**src/rtl/sdram_arb_pkg.sv**
```systemverilog
// Shared types and widths for the SDRAM command-port arbiter.
package sdram_arb_pkg;
  localparam int ADDR_W = 22;
  localparam int DATA_W = 16;
  localparam int WDM_W  = 2;

  typedef enum logic [1:0] {IDLE, ISSUE, WAIT_BUSY, WAIT_DONE} arb_state_t;
  typedef enum logic [1:0] {SRC_VID, SRC_CPU, SRC_REF} arb_src_t;
endpackage

```
**src/rtl/sdram_refresh_timer.sv**
```systemverilog
// Refresh interval countdown feeding a 2-bit saturating count of owed refreshes.
module sdram_refresh_timer #(
  parameter int REFRESH_CYCLES = 421
) (
  input  logic       clk,
  input  logic       resetn,
  input  logic       grant,
  output logic [1:0] pending,
  output logic       urgent
);
  localparam int CW = (REFRESH_CYCLES > 2) ? $clog2(REFRESH_CYCLES) : 1;

  logic [CW-1:0] timer;
  logic          expire;

  assign expire = (timer == '0);
  assign urgent = pending[1];

  always_ff @(posedge clk or negedge resetn) begin
    if (!resetn) begin
      timer   <= CW'(REFRESH_CYCLES - 1);
      pending <= 2'd0;
    end else begin
      timer <= expire ? CW'(REFRESH_CYCLES - 1) : timer - 1'b1;
      // A grant landing on the expiry cycle cancels the increment.
      if (expire && !grant) begin
        if (pending != 2'd3) pending <= pending + 2'd1;
      end else if (grant && !expire && pending != 2'd0) begin
        pending <= pending - 2'd1;
      end
    end
  end
endmodule

```
**src/rtl/sdram_arbiter.sv**
```systemverilog
// Video/CPU/refresh arbiter for the single SDRAM controller command port.
// Refresh timer and refresh arbitration are built only with SDRAM_ARB_REFRESH_EN.
module sdram_arbiter
  import sdram_arb_pkg::*;
#(
  parameter int REFRESH_CYCLES = 421,
  parameter int CPU_MAX_WAIT   = 4,
  parameter int BUSY_TIMEOUT   = 2
) (
  input  logic              clk,
  input  logic              resetn,
  input  logic              vid_req,
  input  logic [ADDR_W-1:0] vid_addr,
  output logic              vid_ack,
  output logic [DATA_W-1:0] vid_rdata,
  output logic              vid_rvalid,
  input  logic              cpu_req,
  input  logic              cpu_we,
  input  logic [ADDR_W-1:0] cpu_addr,
  input  logic [DATA_W-1:0] cpu_wdata,
  input  logic [WDM_W-1:0]  cpu_wdm,
  output logic              cpu_ack,
  output logic [DATA_W-1:0] cpu_rdata,
  output logic              cpu_rvalid,
  output logic              mc_read,
  output logic              mc_write,
  output logic              mc_refresh,
  output logic [ADDR_W-1:0] mc_addr,
  output logic [DATA_W-1:0] mc_din,
  output logic [WDM_W-1:0]  mc_wdm,
  input  logic [DATA_W-1:0] mc_dout,
  input  logic              mc_busy,
  output logic              err
);
  localparam int SW = $clog2(CPU_MAX_WAIT + 1);
  localparam int TW = $clog2(BUSY_TIMEOUT + 1);

  arb_state_t    state, state_nxt;
  arb_src_t      src, win;
  logic          go, rd_op, timeout;
  logic [SW-1:0] starve;
  logic [TW-1:0] tmo_cnt;
  logic [1:0]    ref_pending;
  logic          ref_urgent;

`ifdef SDRAM_ARB_REFRESH_EN
  logic ref_grant;
  assign ref_grant = (state == ISSUE) && (src == SRC_REF);

  sdram_refresh_timer #(.REFRESH_CYCLES(REFRESH_CYCLES)) u_refresh (
    .clk     (clk),
    .resetn  (resetn),
    .grant   (ref_grant),
    .pending (ref_pending),
    .urgent  (ref_urgent)
  );
`else
  logic unused_refresh_cfg;
  assign ref_pending        = 2'd0;
  assign ref_urgent         = 1'b0;
  assign mc_refresh         = 1'b0;
  assign unused_refresh_cfg = ^32'(REFRESH_CYCLES);
`endif

  assign timeout = (state == WAIT_BUSY) && !mc_busy && (tmo_cnt == TW'(BUSY_TIMEOUT - 1));

  always_ff @(posedge clk or negedge resetn) begin
    if (!resetn) state <= IDLE;
    else         state <= state_nxt;
  end

  always_comb begin
    state_nxt = state;
    go        = 1'b0;
    win       = SRC_VID;
    case (state)
      IDLE: if (!mc_busy) begin
        go = 1'b1;
        if (ref_urgent)                                  win = SRC_REF;
        else if (cpu_req && starve == SW'(CPU_MAX_WAIT)) win = SRC_CPU;
        else if (vid_req)                                win = SRC_VID;
        else if (cpu_req)                                win = SRC_CPU;
        else if (ref_pending != 2'd0)                    win = SRC_REF;
        else                                             go  = 1'b0;
        if (go) state_nxt = ISSUE;
      end
      ISSUE:     state_nxt = WAIT_BUSY;
      WAIT_BUSY: if (mc_busy) state_nxt = WAIT_DONE;
                 else if (timeout) state_nxt = IDLE;
      WAIT_DONE: if (!mc_busy) state_nxt = IDLE;
      default:   state_nxt = IDLE;
    endcase
  end

  always_ff @(posedge clk or negedge resetn) begin
    if (!resetn) begin
      src        <= SRC_VID;
      rd_op      <= 1'b0;
      starve     <= '0;
      tmo_cnt    <= '0;
      err        <= 1'b0;
      vid_ack    <= 1'b0;
      cpu_ack    <= 1'b0;
      vid_rdata  <= '0;
      cpu_rdata  <= '0;
      vid_rvalid <= 1'b0;
      cpu_rvalid <= 1'b0;
      mc_read    <= 1'b0;
      mc_write   <= 1'b0;
      mc_addr    <= '0;
      mc_din     <= '0;
      mc_wdm     <= '0;
`ifdef SDRAM_ARB_REFRESH_EN
      mc_refresh <= 1'b0;
`endif
    end else begin
      vid_ack    <= 1'b0;
      cpu_ack    <= 1'b0;
      vid_rvalid <= 1'b0;
      cpu_rvalid <= 1'b0;
      mc_read    <= 1'b0;
      mc_write   <= 1'b0;
`ifdef SDRAM_ARB_REFRESH_EN
      mc_refresh <= 1'b0;
`endif
      tmo_cnt <= (state == WAIT_BUSY) ? tmo_cnt + 1'b1 : '0;
      if (timeout) err <= 1'b1;

      // Command is registered on the IDLE decision so strobes/ack land in ISSUE.
      if (go) begin
        src <= win;
        case (win)
          SRC_VID: begin
            vid_ack <= 1'b1;
            mc_read <= 1'b1;
            mc_addr <= vid_addr;
            mc_din  <= '0;
            mc_wdm  <= '0;
            rd_op   <= 1'b1;
          end
          SRC_CPU: begin
            cpu_ack  <= 1'b1;
            mc_read  <= !cpu_we;
            mc_write <= cpu_we;
            mc_addr  <= cpu_addr;
            mc_din   <= cpu_wdata;
            mc_wdm   <= cpu_wdm;
            rd_op    <= !cpu_we;
          end
          default: begin
`ifdef SDRAM_ARB_REFRESH_EN
            mc_refresh <= 1'b1;
`endif
            mc_addr <= '0;
            mc_din  <= '0;
            mc_wdm  <= '0;
            rd_op   <= 1'b0;
          end
        endcase
      end

      if (!cpu_req || (go && win == SRC_CPU))
        starve <= '0;
      else if (go && win == SRC_VID && starve != SW'(CPU_MAX_WAIT))
        starve <= starve + 1'b1;

      if (state == WAIT_DONE && !mc_busy && rd_op) begin
        if (src == SRC_VID) begin
          vid_rdata  <= mc_dout;
          vid_rvalid <= 1'b1;
        end else begin
          cpu_rdata  <= mc_dout;
          cpu_rvalid <= 1'b1;
        end
      end
    end
  end
endmodule

```
**config.mk**
```make
export PLATFORM = sky130hd
export DESIGN_NAME = sdram_arbiter
export DESIGN_NICKNAME = d
export VERILOG_FILES = /design/src/rtl/sdram_arb_pkg.sv /design/src/rtl/sdram_refresh_timer.sv /design/src/rtl/sdram_arbiter.sv
export SDC_FILE = /design/constraint.sdc
export NUM_CORES = 1
export LEC_CHECK = 0
export BUFFER_PORTS_ARGS = -buffer_cell sky130_fd_sc_hd__buf_4
export CORE_UTILIZATION = 47
export DETAILED_ROUTE_END_ITERATION = 12
export GPL_TIMING_DRIVEN = 0
export PLACE_DENSITY = 0.8
export SYNTH_ARGS = -nofsm -noshare
export SYNTH_HDL_FRONTEND = slang
export SYNTH_SLANG_ARGS = --single-unit
```
**constraint.sdc**
```tcl
create_clock -name clk -period 2.25 [get_ports clk]
set_clock_uncertainty 0.1 [all_clocks]
set_input_delay 0.1125 -clock clk [delete_from_list [all_inputs] [get_ports clk]]
set_output_delay 0.1125 -clock clk [all_outputs]
set_load 0.005 [all_outputs]
```
* Yosys cells after proc, flatten, opt, wreduce, memory -nomap -nowiden
Index checks and enable logic that the tools add are counted.
Word-level totals: output and inout bits 80, register bits 89
Cells by class: multiplexer cells 36, equality and inequality tests 11, bitwise gates (word level) 1, reduce and logical (&&, ||, !) cells 19, $add $sub $neg 2
Operators with widths (number):
- $pmux 22 s2 | 1
- $mux 1 | 23
- $mux 16 | 1
- $mux 2 | 7
- $logic_and 1x1->1 | 8
- $pmux 2 s4 | 1
- $logic_not 2->1 | 3
- $mux 3 | 2
- $ne 2x2->1 const B | 3
- $ne 3x3->1 const B | 2
- $eq 2x1->1 const B | 2
- $eq 2x2->1 const B | 2
- $reduce_and 2->1 | 2
- $reduce_and 4->1 | 1
- $add 3x1->3 const B | 1
- $eq 3x3->1 const B | 1
- $logic_not 1->1 | 3
- $add 2x1->2 const B | 1
- $pmux 1 s2 | 1
- $reduce_bool 2->1 | 1
- $eq 1x1->1 const B | 1
- $logic_or 1x1->1 | 1
- $not 1->1 | 1

* Longest topological paths before layout
Gate-level depths: netlist of run 1.
word-level depth 11, gate-level depth with buffers 7

* Worst setup path before layout of run 1
No wires, ideal clock.
kind register -> register, start point reg starve[0], end point reg mc_addr[10], arrival 1393 ps, path buffers 1, cell stages (with the launch flop) 7, slack 612 ps, period minus slack after synthesis 1638 ps, cells stage by stage dfrtp_1 > inv_1 > ha_1 > nand2_1 > o211ai_1 > clkbuf_1 > o221ai_1
Between the ends: longest elaborated chain between the ends 7, elaborated cells between the ends (all ways) 13
RTL lines:
- from (decl) | RTL line sdram_arbiter.sv:41 | logic [SW-1:0] starve;
- from (signal assigned) | RTL line sdram_arbiter.sv:165 | starve <= starve + 1'b1;
- $eq 3x3->1 (*) | RTL line sdram_arbiter.sv:80 | else if (cpu_req && starve == SW'(CPU_MAX_WAIT)) win = SRC_CPU;
- $logic_and 1x1->1 (*) | RTL line sdram_arbiter.sv:80
- $mux 1 | RTL line sdram_arbiter.sv:80
- $mux 1 | RTL line sdram_arbiter.sv:77 | IDLE: if (!mc_busy) begin
- $mux 1 | RTL line sdram_arbiter.sv:76 | case (state)
- $eq 1x1->1 (tied with other cells) | RTL line sdram_arbiter.sv:132 | case (win)
- $pmux 22 s2 or $mux 1 (tied branches) | RTL line sdram_arbiter.sv:132, sdram_arbiter.sv:76
- to (signal assigned) | RTL line sdram_arbiter.sv:136 | mc_addr <= vid_addr;
- to (signal assigned) | RTL line sdram_arbiter.sv:145 | mc_addr <= cpu_addr;
- to (decl) | RTL line sdram_arbiter.sv:28 | output logic [ADDR_W-1:0] mc_addr,
Every way passes the cells marked *; elsewhere a longest branch is shown, timed or not. The select of a mux whose other input is x is not followed. A chain may end at the register's enable or synchronous reset.

* Final worst setup path of run 1
start point in mc_busy, end point reg mc_addr[1]
Between the ends: longest elaborated chain between the ends 4, elaborated cells between the ends (all ways) 7
RTL lines:
- from (decl) | RTL line sdram_arbiter.sv:32 | input logic mc_busy,
- $mux 1 | RTL line sdram_arbiter.sv:77
- $mux 1 | RTL line sdram_arbiter.sv:76
- $eq 1x1->1 or $logic_not 2->1 (tied branches) | RTL line sdram_arbiter.sv:132
- $pmux 22 s2 | RTL line sdram_arbiter.sv:132
Parallel ways exist; a longest one is shown, timed or not.

==> results by group, run 1 <==
Run status
  • Status: complete, no violations

Die
  • Site Rows: 31
  • Die area: about 8000 um2
  • Starting Density: 0.490
  • DIE HEIGHT: around 90 um
  • Io pins: around 160
  • Width of the die: between 80 and 90 um
  • Core area: 7330 um2

Worst setup path
  • Crit end category: register
  • Worst path arrival time: ~2.3 ns
  • Setup CP Type: input pin to register
  • CP max stage delay: approximately 0.57 ns
  • Worst R2R Setup Slack: roughly 0.15 ns
  • Worst setup startpoint: mc_busy
  • Crit-path cells: dlygate4sd3_1 > buf_4 > or3_1 > o21ai_0 > o221ai_1 > dlygate4sd3_1
  • Top fanout value on the critical path: 8
  • CP most frequent cell: dlygate4sd3_1
  • R2r endpoint: mc_addr[1]
  • Critical path capture point: mc_addr[1]
  • Worst setup SP type: input pin
  • Slowest-stage cell, CP: dlygate4sd3_1
  • Crit path required time: 2.39 ns
  • R2R depth: 4
  • Reg2reg start: state[0]

STA
  • Fin crit period: around 2.2 ns
  • Final Setup Violations: 0
  • Final WS setup: around 0.097 ns
  • TNS Setup: 0 ns
  • Fin. max-slew vios: 0
  • Final Cycle Share: 0.957
  • Max Freq: between 0.4 and 0.5 GHz
  • Slew @ Worst Pin: ~1.1 ns
  • Final hold vios: 0
  • RSZ-0062 raised after global routing: no
  • Rel. slew slack: 0.276

Power
  • Reg power frac: 0.426
  • LEAKAGE: between 3 and 4 nW
  • Pint: 4.44 mW
  • Net Sw Frac: 0.301
  • Switch Pwr: 1.92 mW
  • Clock group share of total power: 0.182
  • VDD IR max: ~600 uV
  • Overall Power: between 6 and 7 mW
  • Pwr dens: around 1100 nW/um2
  • Gate power share: 0.393

CTS
  • Clock transition at path regs: 0.09 ns
  • Longest Clk Path Bufs: 2
  • Root Buffer: clkbuf_8
  • CTS H-tree lvls: 3
  • CTS Buf Count: 9
  • CTS tree: yes
  • Clock Latency Late Sink: about 0.35 ns
  • Clk sinks: a little under 90

Place
  • Port Buf Inserts: around 160
  • DP Wirelength: about 6.3 mm
  • Final GP Congestion: approximately 0.7
  • Pre-CTS setup slack: roughly 0.14 ns

Finish
  • N_diodes: 0
  • Final nets: 634
  • Syn-to-layout area delta: 66.5%
  • Final core utilization: 0.816
  • Fraction of layout cells with a size suffix above 1: 0.406

Routing
  • Final ANT Viol Nets: 0
  • DR vias/cell: 5.11
  • Wirelength, routed: between 10 and 15 mm
  • Remaining DRCs: 0
  • Via Count: ~3300
  • Wire per inst: 16.5 um
  • Routed wl met2: about 5.7 mm
  • Max layer used: met4
  • M1 wire length: 4.01 mm
  • Met3 WL post-DR: roughly 700 um
  • DR iter-0 viols: a little under 200
  • TritonRoute pass-1 iters: 4

Synthesis
  • Synth Flop Type: dfrtp_1
  • Yosys warns: 0
  • Sequential element share of the synthesized area: 0.613
  • Post-synth EDFFs: 0
  • Post-synthesis register bit count: 88
  • Syn Inst Count: slightly below 300
  • Ys async rst share: 1.00
  • Avg Cell Area, Syn: about 12 um2
  • Mapped Nets: about 380
  • Count of cell types in the netlist: 33
  • Mapped cell area: 3590 um2

Run
  • Max_cap viols: 0

Global route
  • Number of global-route vias before repair: 3364
  • First-pass GRT wire length: approximately 16 mm
  • Initial antenna violation count: 0
  • Gr usage total: 0.276
  • GR Overflow Total: 0
  • Pin count of the biggest net entering global routing: just under 90

Min path
  • HP Class: register to register
==> critical path: cells and delay by family <==
family                 cells  cell delay [ns]
buffers and inverters      3             1.28
AND/OR/NAND/NOR            1             0.52
AO/OA/AOI/OAI              2             0.38
==> cell usage after synthesis (3+ instances only) <==
master | count | area (um2)
a21oi_1 | 5 | 25.0
a22o_1 | 18 | 158
buf_2 | 5 | 25.0
clkbuf_1 | 9 | 33.8
dfrtp_1 | 88 | 2200
ha_1 | 3 | 37.5
inv_1 | 51 | 191
mux2_2 | 23 | 259
mux2_4 | 9 | 135
nand2_1 | 5 | 18.8
nor2_1 | 6 | 22.5
o21ai_0 | 24 | 120
o221ai_1 | 22 | 193
==> sequential cells by signal, summed over array words and instances (netlist names) <==
register,cells
starve,3
err,1
cpu_ack,1
src,1
rd_op,1
cpu_rvalid,1
mc_write,1
state,2
tmo_cnt,2
mc_din,16
mc_addr,22
cpu_rdata,16
vid_rvalid,1
vid_rdata,16
vid_ack,1
mc_read,1
mc_wdm,2
==> how the worst min path moves through the flow <==
stage,slack (ns),cells past startpoint,startpoint,endpoint
floorplan,-0.28,0,resetn,cpu_ack
global placement,0.20,2,cpu_we,mc_read
detailed placement,0.21,2,cpu_we,mc_read
CTS,0.34,1,tmo_cnt[0],tmo_cnt[0]
global route,0.36,1,tmo_cnt[0],tmo_cnt[0]
finish,0.34,1,tmo_cnt[0],tmo_cnt[0]
==> layout by cell type (no fill, tap or decap), drive strengths merged, types with 3 or more instances in the layout <==
cell type    netlist  routed
o221ai            22      22
inv               52      54
clkbuf             9      19
nand2              6       6
mux2              32      32
a21oi              5       5
ha                 3       3
dfrtp             88      88
nor2               6       6
o21ai             24      24
buf                8     171
dlygate4sd3        0      83
a22o              18      18
==> per-stage QoR <==
| stage | hold slack (ns) | instances | area, um2 |
|---|---|---|---|
| final | 0.338 | 651 | 5980 |
| after global routing | 0.362 | 651 | 5980 |
| after CTS | 0.344 | 651 | 5980 |
| after detailed placement | 0.207 | 552 | 4930 |
| after global placement | 0.199 | 552 | 4930 |
| after floorplan | -0.283 | 291 | 3590 |
==> power groups by stage <==
stage	clock [mW]	sequential [mW]	combinational [mW]
floorplan	0	2.70	0.907
global placement	0	2.66	2.25
detailed placement	0	2.70	2.31
CTS	1.18	2.67	2.46
global route	1.24	2.78	2.76
finish	1.15	2.70	2.49
==> metal layers <==
metal | up-vias | GRT usage
li1 | 1517 | -
met1 | 1638 | 0.298
met2 | 144 | 0.502
met3 | 27 | 0.0849
met4 | 0 | 0.115
met5 | - | 0
==> kinds of logic after synthesis <==
kind of cell	after synthesis	synth area share
flip-flops	88	0.613
AO/OA/AOI/OAI	74	0.149
buffers and inverters	69	0.0791
multiplexers	32	0.110
adder cells (fa/ha/maj)	3	0.0105
AND/OR/NAND/NOR	24	0.0376
other	1	0.00104
==> timing repair <==
action	4_1_cts	5_1_grt
hold endpoints to repair	169	0
resized for setup	0	1
setup buffers	0	1
setup endpoints to repair	0	6
hold buffers	83	0
==> cell type report <==
cell class              count  area (um2)
clock inverters             5        62.6
plain buffers              16        85.1
inverters                  52         195
clock buffers              11         151
well taps                  99         124
flip-flops and latches     88        2200
multi-input cells         134        1110
repair buffers            246        2050
fillers                   413        1350
Power figures use the tool's default switching activity.
==> run 2: changes to the inputs <==
--- a/config.mk
+++ b/config.mk
@@ -6,10 +6,10 @@
 export NUM_CORES = 1
 export LEC_CHECK = 0
 export BUFFER_PORTS_ARGS = -buffer_cell sky130_fd_sc_hd__buf_4
-export CORE_UTILIZATION = 47
+export CORE_UTILIZATION = 50
 export DETAILED_ROUTE_END_ITERATION = 12
 export GPL_TIMING_DRIVEN = 0
-export PLACE_DENSITY = 0.8
+export PLACE_DENSITY = 0.85
 export SYNTH_ARGS = -nofsm -noshare
 export SYNTH_HDL_FRONTEND = slang
 export SYNTH_SLANG_ARGS = --single-unit
==> constraint.sdc (replaced) <==
create_clock -name clk -period 2.5 [get_ports clk]
set_clock_uncertainty 0.1 [all_clocks]
set_input_delay 0.125 -clock clk [delete_from_list [all_inputs] [get_ports clk]]
set_output_delay 0.125 -clock clk [all_outputs]
set_load 0.01 [all_outputs]
==> run 2 against run 1 <==
Clock power shrank 17%. Setup slack improved by 0.10 ns. Total power is 6.5% lower. Combinational power rose by 2%. Sequential cell count is the same. First-iteration DRC count is 9.1% higher. Die area is 5.9% lower. Via count grew 1.4%. Clock-buffer cell count did not move. Critical path type is now register to register. Final area decreased by 1.2%.
==> results by group, run 2 (same netlist as run 1, synthesis figures left out) <==
CTS
  • Post-CTS Setup Bufs: 0
  • CTS Buf Count: 9
  • CTS H-tree lvls: 3
  • Clock transition at path regs: about 0.09 ns
  • Clock Latency Late Sink: approximately 0.35 ns
  • Clk sinks: between 80 and 90
  • CTS tree: yes
  • Longest Clk Path Bufs: 2
  • Root Buffer: clkbuf_8

Global route
  • Gr usage total: 0.315
  • Initial antenna violation count: 0
  • GR Overflow Total: 0
  • Pin count of the biggest net entering global routing: 89
  • First-pass GRT wire length: about 18 mm
  • Number of global-route vias before repair: 3516

Die
  • Site Rows: 30
  • Width of the die: about 87 um
  • DIE HEIGHT: between 80 and 90 um
  • Starting Density: 0.523
  • Io pins: 164
  • Die area: around 7500 um2
  • Core area: approximately 7000 um2

Power
  • Pwr dens: 1010 nW/um2
  • LEAKAGE: 3.07 nW
  • VDD IR max: 630 uV

Routing
  • DR iter-0 viols: between 200 and 250
  • TritonRoute pass-1 iters: 5
  • DR vias/cell: roughly 5.2
  • Final ANT Viol Nets: 0
  • Via Count: about 3400
  • Wirelength, routed: 11.4 mm
  • Wire per inst: 17.7 um
  • Remaining DRCs: 0

STA
  • Final Setup Violations: 0
  • Slew @ Worst Pin: between 1 and 1.5 ns
  • Final Cycle Share: 0.920
  • Rel. slew slack: 0.275
  • Max Freq: 0.435 GHz
  • RSZ-0062 raised after global routing: no
  • Fin crit period: about 2.3 ns
  • Fin. max-slew vios: 0
  • TNS Setup: 0 ns
  • Final hold vios: 0

Finish
  • Fraction of layout cells with a size suffix above 1: 0.407
  • Final nets: 630
  • Final core utilization: 0.860
  • Most common cell after layout, fill and taps aside: buf_4
  • Max FFs per register: 22
  • Most frequent cells in the layout: buf_4 (163), dfrtp_1 (88), dlygate4sd3_1 (79)
  • Most flops, register: mc_addr
  • N_diodes: 0
  • Syn-to-layout area delta: 64.5%

Worst setup path
  • Top fanout value on the critical path: 10
  • Crit end category: register
  • Worst setup SP type: register
  • Setup CP Type: register to register
  • Crit path required time: about 2.6 ns
  • Worst path arrival time: between 2 and 2.5 ns

Run status
  • Status: complete, no violations

Place
  • Final GP Congestion: between 0.7 and 0.8
  • DP Wirelength: 6.14 mm
  • Port Buf Inserts: between 150 and 200

Run
  • Max_cap viols: 0

Min path
  • HP Class: input pin to register
run 2: cell count changes in the layout (fill, tap and decap cells not counted):
| cell | before | now |
|---|---|---|
| dlygate4sd3_1 | 83 | 79 |
| buf_4 | 164 | 163 |
| bufinv_16 | 1 | 0 |
| clkbuf_1 | 8 | 9 |
| clkinv_2 | 0 | 1 |
| clkinv_4 | 0 | 1 |
| clkinvlp_4 | 2 | 1 |
| o21ai_0 | 23 | 24 |
| o21ai_1 | 1 | 0 |
run 2: worst max-delay path, cell delays in order, from the launching register on:
cell	delay, ns
dfrtp_1	0.39
inv_1	0.06
ha_1	0.23
a21bo_2	0.21
nand3_1	0.21
buf_2	0.28
o221ai_1	0.13
dlygate4sd3_1	0.59
run 2: power by group:
| group | switching (mW) | total (mW) | internal [mW] |
|---|---|---|---|
| Combinational | 1.09 | 2.54 | 1.44 |
| Clock | 0.532 | 0.956 | 0.424 |
| Sequential | 0.402 | 2.45 | 2.05 |
| Total | 2.03 | 5.94 | 3.91 |
run 2: per-layer routing:
layer  up-vias  GRT usage  part of all wire
met5         -          0                 0
met4         0      0.138             0.031
met3        32     0.0695             0.069
met2       169      0.572              0.53
met1      1663      0.356              0.37
li1       1507          -                 -
run 2: what timing repair did:
item	4_1_cts	5_1_grt
setup endpoints to repair	0	0
endpoints found under the hold margin	169	0
hold buffers	79	0
gates resized for setup	0	0
run 2: final timing paths:
path	startpoint	to	slack, ns	cells after the start
hold reg to reg	tmo_cnt[0]	tmo_cnt[0]	0.35	1
hold / removal	cpu_addr[5]	mc_addr[5]	0.006	3
setup reg to reg	starve[0]	mc_addr[2]	0.20	7
max in group asynchronous	resetn	mc_din[7]	1.19	2
min in group asynchronous	resetn	cpu_rdata[5]	0.39	2
setup / recovery	starve[0]	mc_addr[2]	0.20	7
run 2: layout make-up:
cell class,count,area [um2]
flip-flops and latches,88,2200
clock buffers,11,151
plain buffers,17,88.8
multi-input cells,134,1110
fillers,349,960
repair buffers,241,2010
well taps,96,120
clock inverters,5,38.8
inverters,52,195
run 2: metrics by stage:
stage               power (mW)  instances  setup slack (ns)  hold slack (ns)  instance area (um2)
floorplan                 3.47        291             0.862           -0.271                 3590
detailed placement        4.74        549             0.432            0.224                 4930
CTS                       5.81        644             0.219         0.000611                 5910
global route              6.24        644            0.0929           0.0227                 5910
finish                    5.94        644             0.200          0.00587                 5910
global placement          4.65        549             0.501            0.211                 4930
==> run 3: changes to the inputs <==
--- a/config.mk
+++ b/config.mk
@@ -6,10 +6,10 @@
 export NUM_CORES = 1
 export LEC_CHECK = 0
 export BUFFER_PORTS_ARGS = -buffer_cell sky130_fd_sc_hd__buf_4
-export CORE_UTILIZATION = 50
+export CORE_UTILIZATION = 47
 export DETAILED_ROUTE_END_ITERATION = 12
 export GPL_TIMING_DRIVEN = 0
-export PLACE_DENSITY = 0.85
+export PLACE_DENSITY = 0.8
 export SYNTH_ARGS = -nofsm -noshare
 export SYNTH_HDL_FRONTEND = slang
 export SYNTH_SLANG_ARGS = --single-unit
==> constraint.sdc (replaced) <==
create_clock -name clk -period 2.6 [get_ports clk]
set_clock_uncertainty 0.1 [all_clocks]
set_input_delay 0.13 -clock clk [delete_from_list [all_inputs] [get_ports clk]]
set_output_delay 0.13 -clock clk [all_outputs]
set_load 0.01 [all_outputs]
==> run 3 against run 2 <==
Clock power is 4.2% higher. Sequential power is 4% lower. Global-route usage is 4.1 points lower. Clock-buffer cell count stayed put. Utilization is 4.4 points lower.
==> results by group, run 3 (same netlist as run 1, synthesis figures left out) <==
Routing
  • DR iter-0 viols: approximately 170
  • Via Count: between 3000 and 4000
  • TritonRoute pass-1 iters: 4
  • Wirelength, routed: 10.6 mm
  • Wire per inst: ~16 um
  • Remaining DRCs: 0
  • DR vias/cell: 5.05
  • Final ANT Viol Nets: 0

Min path
  • WHS Endpoint: mc_addr[11]
  • HP Class: input pin to register
  • Hold Startpoint: cpu_addr[11]
  • Hold depth: 3

Finish
  • N_diodes: 0
  • Most flops, register: mc_addr
  • Syn-to-layout area delta: 66.6%
  • Design Area, Final: ~6000 um2
  • Fraction of layout cells with a size suffix above 1: 0.412
  • Most frequent cells in the layout: buf_4 (165), dfrtp_1 (88), dlygate4sd3_1 (82)
  • Most common cell after layout, fill and taps aside: buf_4
  • Max FFs per register: 22
  • Final nets: 635

Place
  • Port Buf Inserts: about 160
  • Final GP Congestion: between 0.7 and 0.8
  • DP Wirelength: 6.33 mm
  • Post-DP Area: 4930 um2

STA
  • Slew @ Worst Pin: ~1.1 ns
  • Final Cycle Share: 0.953
  • Fin crit period: roughly 2.5 ns
  • Final Setup Violations: 0
  • Final hold vios: 0
  • Rel. slew slack: 0.286
  • Fin. max-slew vios: 0
  • Max Freq: roughly 0.4 GHz
  • RSZ-0062 raised after global routing: no
  • TNS Setup: 0 ns

Worst setup path
  • Crit path required time: 2.74 ns
  • CP most frequent cell: dlygate4sd3_1
  • Worst path arrival time: approximately 2.6 ns
  • CP max stage delay: 0.58 ns
  • R2R depth: 6
  • Worst setup SP type: input pin
  • Crit end category: register
  • Slowest-stage cell, CP: dlygate4sd3_1
  • Worst R2R Setup Slack: roughly 0.19 ns
  • Crit-path cells: dlygate4sd3_1 > buf_4 > or3_1 > clkbuf_1 > buf_2 > o21ai_0 > o221ai_1 > dlygate4sd3_1
  • Top fanout value on the critical path: 10
  • Reg2reg start: state[0]
  • R2r endpoint: mc_addr[14]
  • Setup CP Type: input pin to register

Die
  • DIE HEIGHT: between 80 and 90 um
  • Site Rows: 31
  • Die area: approximately 8000 um2
  • Io pins: between 150 and 200
  • Starting Density: 0.490
  • Core area: between 7000 and 8000 um2
  • Width of the die: 89.4 um

CTS
  • Longest Clk Path Bufs: 2
  • CTS H-tree lvls: 3
  • Clock Latency Late Sink: 0.35 ns
  • CTS tree: yes
  • Clock transition at path regs: 0.08 ns
  • CTS Buf Count: 9
  • Root Buffer: clkbuf_8
  • Clk sinks: 88

Global route
  • Number of global-route vias before repair: roughly 3400
  • Pin count of the biggest net entering global routing: between 80 and 90
  • Gr usage total: 0.274
  • First-pass GRT wire length: 16.2 mm
  • Initial antenna violation count: 0
  • GR Overflow Total: 0

Run
  • Max_cap viols: 0

Power
  • LEAKAGE: 3.11 nW
  • Overall Power: roughly 5.8 mW
  • Pwr dens: about 970 nW/um2
  • VDD IR max: around 550 uV

Run status
  • Status: complete, no violations
==> run 3: cell type report <==
type | instances | area [um2]
sequential | 88 | 2200
timing repair buffer | 246 | 2050
fill | 428 | 1350
multi-input combinational | 134 | 1110
inverter | 52 | 195
clock buffer | 11 | 151
tap | 99 | 124
buffer | 17 | 92.6
clock inverter | 5 | 62.6
==> run 3: power breakdown <==
group	leakage, nW	total [mW]	switching [mW]	internal [mW]
sequential	1.11	2.34	0.368	1.97
clock	0.103	0.996	0.492	0.504
combinational	1.89	2.46	1.01	1.45
==> run 3: per-stage QoR <==
stage	worst slack, ns	hold WS [ns]	utilization	std cells
after floorplan	0.962	-0.266	-	291
after global placement	0.614	0.216	0.673	552
after detailed placement	0.495	0.224	0.673	552
after CTS	0.0204	0.00702	0.814	650
after global routing	0.0248	0.0129	0.817	652
final	0.123	0.0255	0.817	652
==> run 3: worst max path at each step <==
stage                         start          end  slack (ns)  cells past startpoint
after floorplan           starve[0]  mc_addr[10]        0.96                      6
after global routing        mc_busy  mc_addr[16]        0.02                      8
after global placement    starve[0]   mc_addr[7]        0.61                      6
after CTS                 starve[0]  mc_addr[21]        0.02                      7
after detailed placement  starve[0]  mc_addr[11]        0.49                      6
final                       mc_busy  mc_addr[14]        0.12                      8
==> run 3: layer usage <==
metal	track usage	up-vias	share of wire
li1	-	1517	-
met1	0.294	1642	0.38
met2	0.520	116	0.55
met3	0.0711	17	0.050
met4	0.0967	0	0.019
met5	0	-	0
==> run 3: what timing repair did <==
item                                    in CTS  in global routing
hold endpoints to repair                   169                  0
gates resized for setup                      0                  6
endpoints found under the setup margin       0                  6
setup buffers                                0                  2
hold buffers                                82                  0
==> run 3: worst max-delay path, delay by kind of cell <==
family | cells | cell delay, ns
buf+inv | 5 | 1.74
compound gates | 2 | 0.38
simple gates | 1 | 0.36
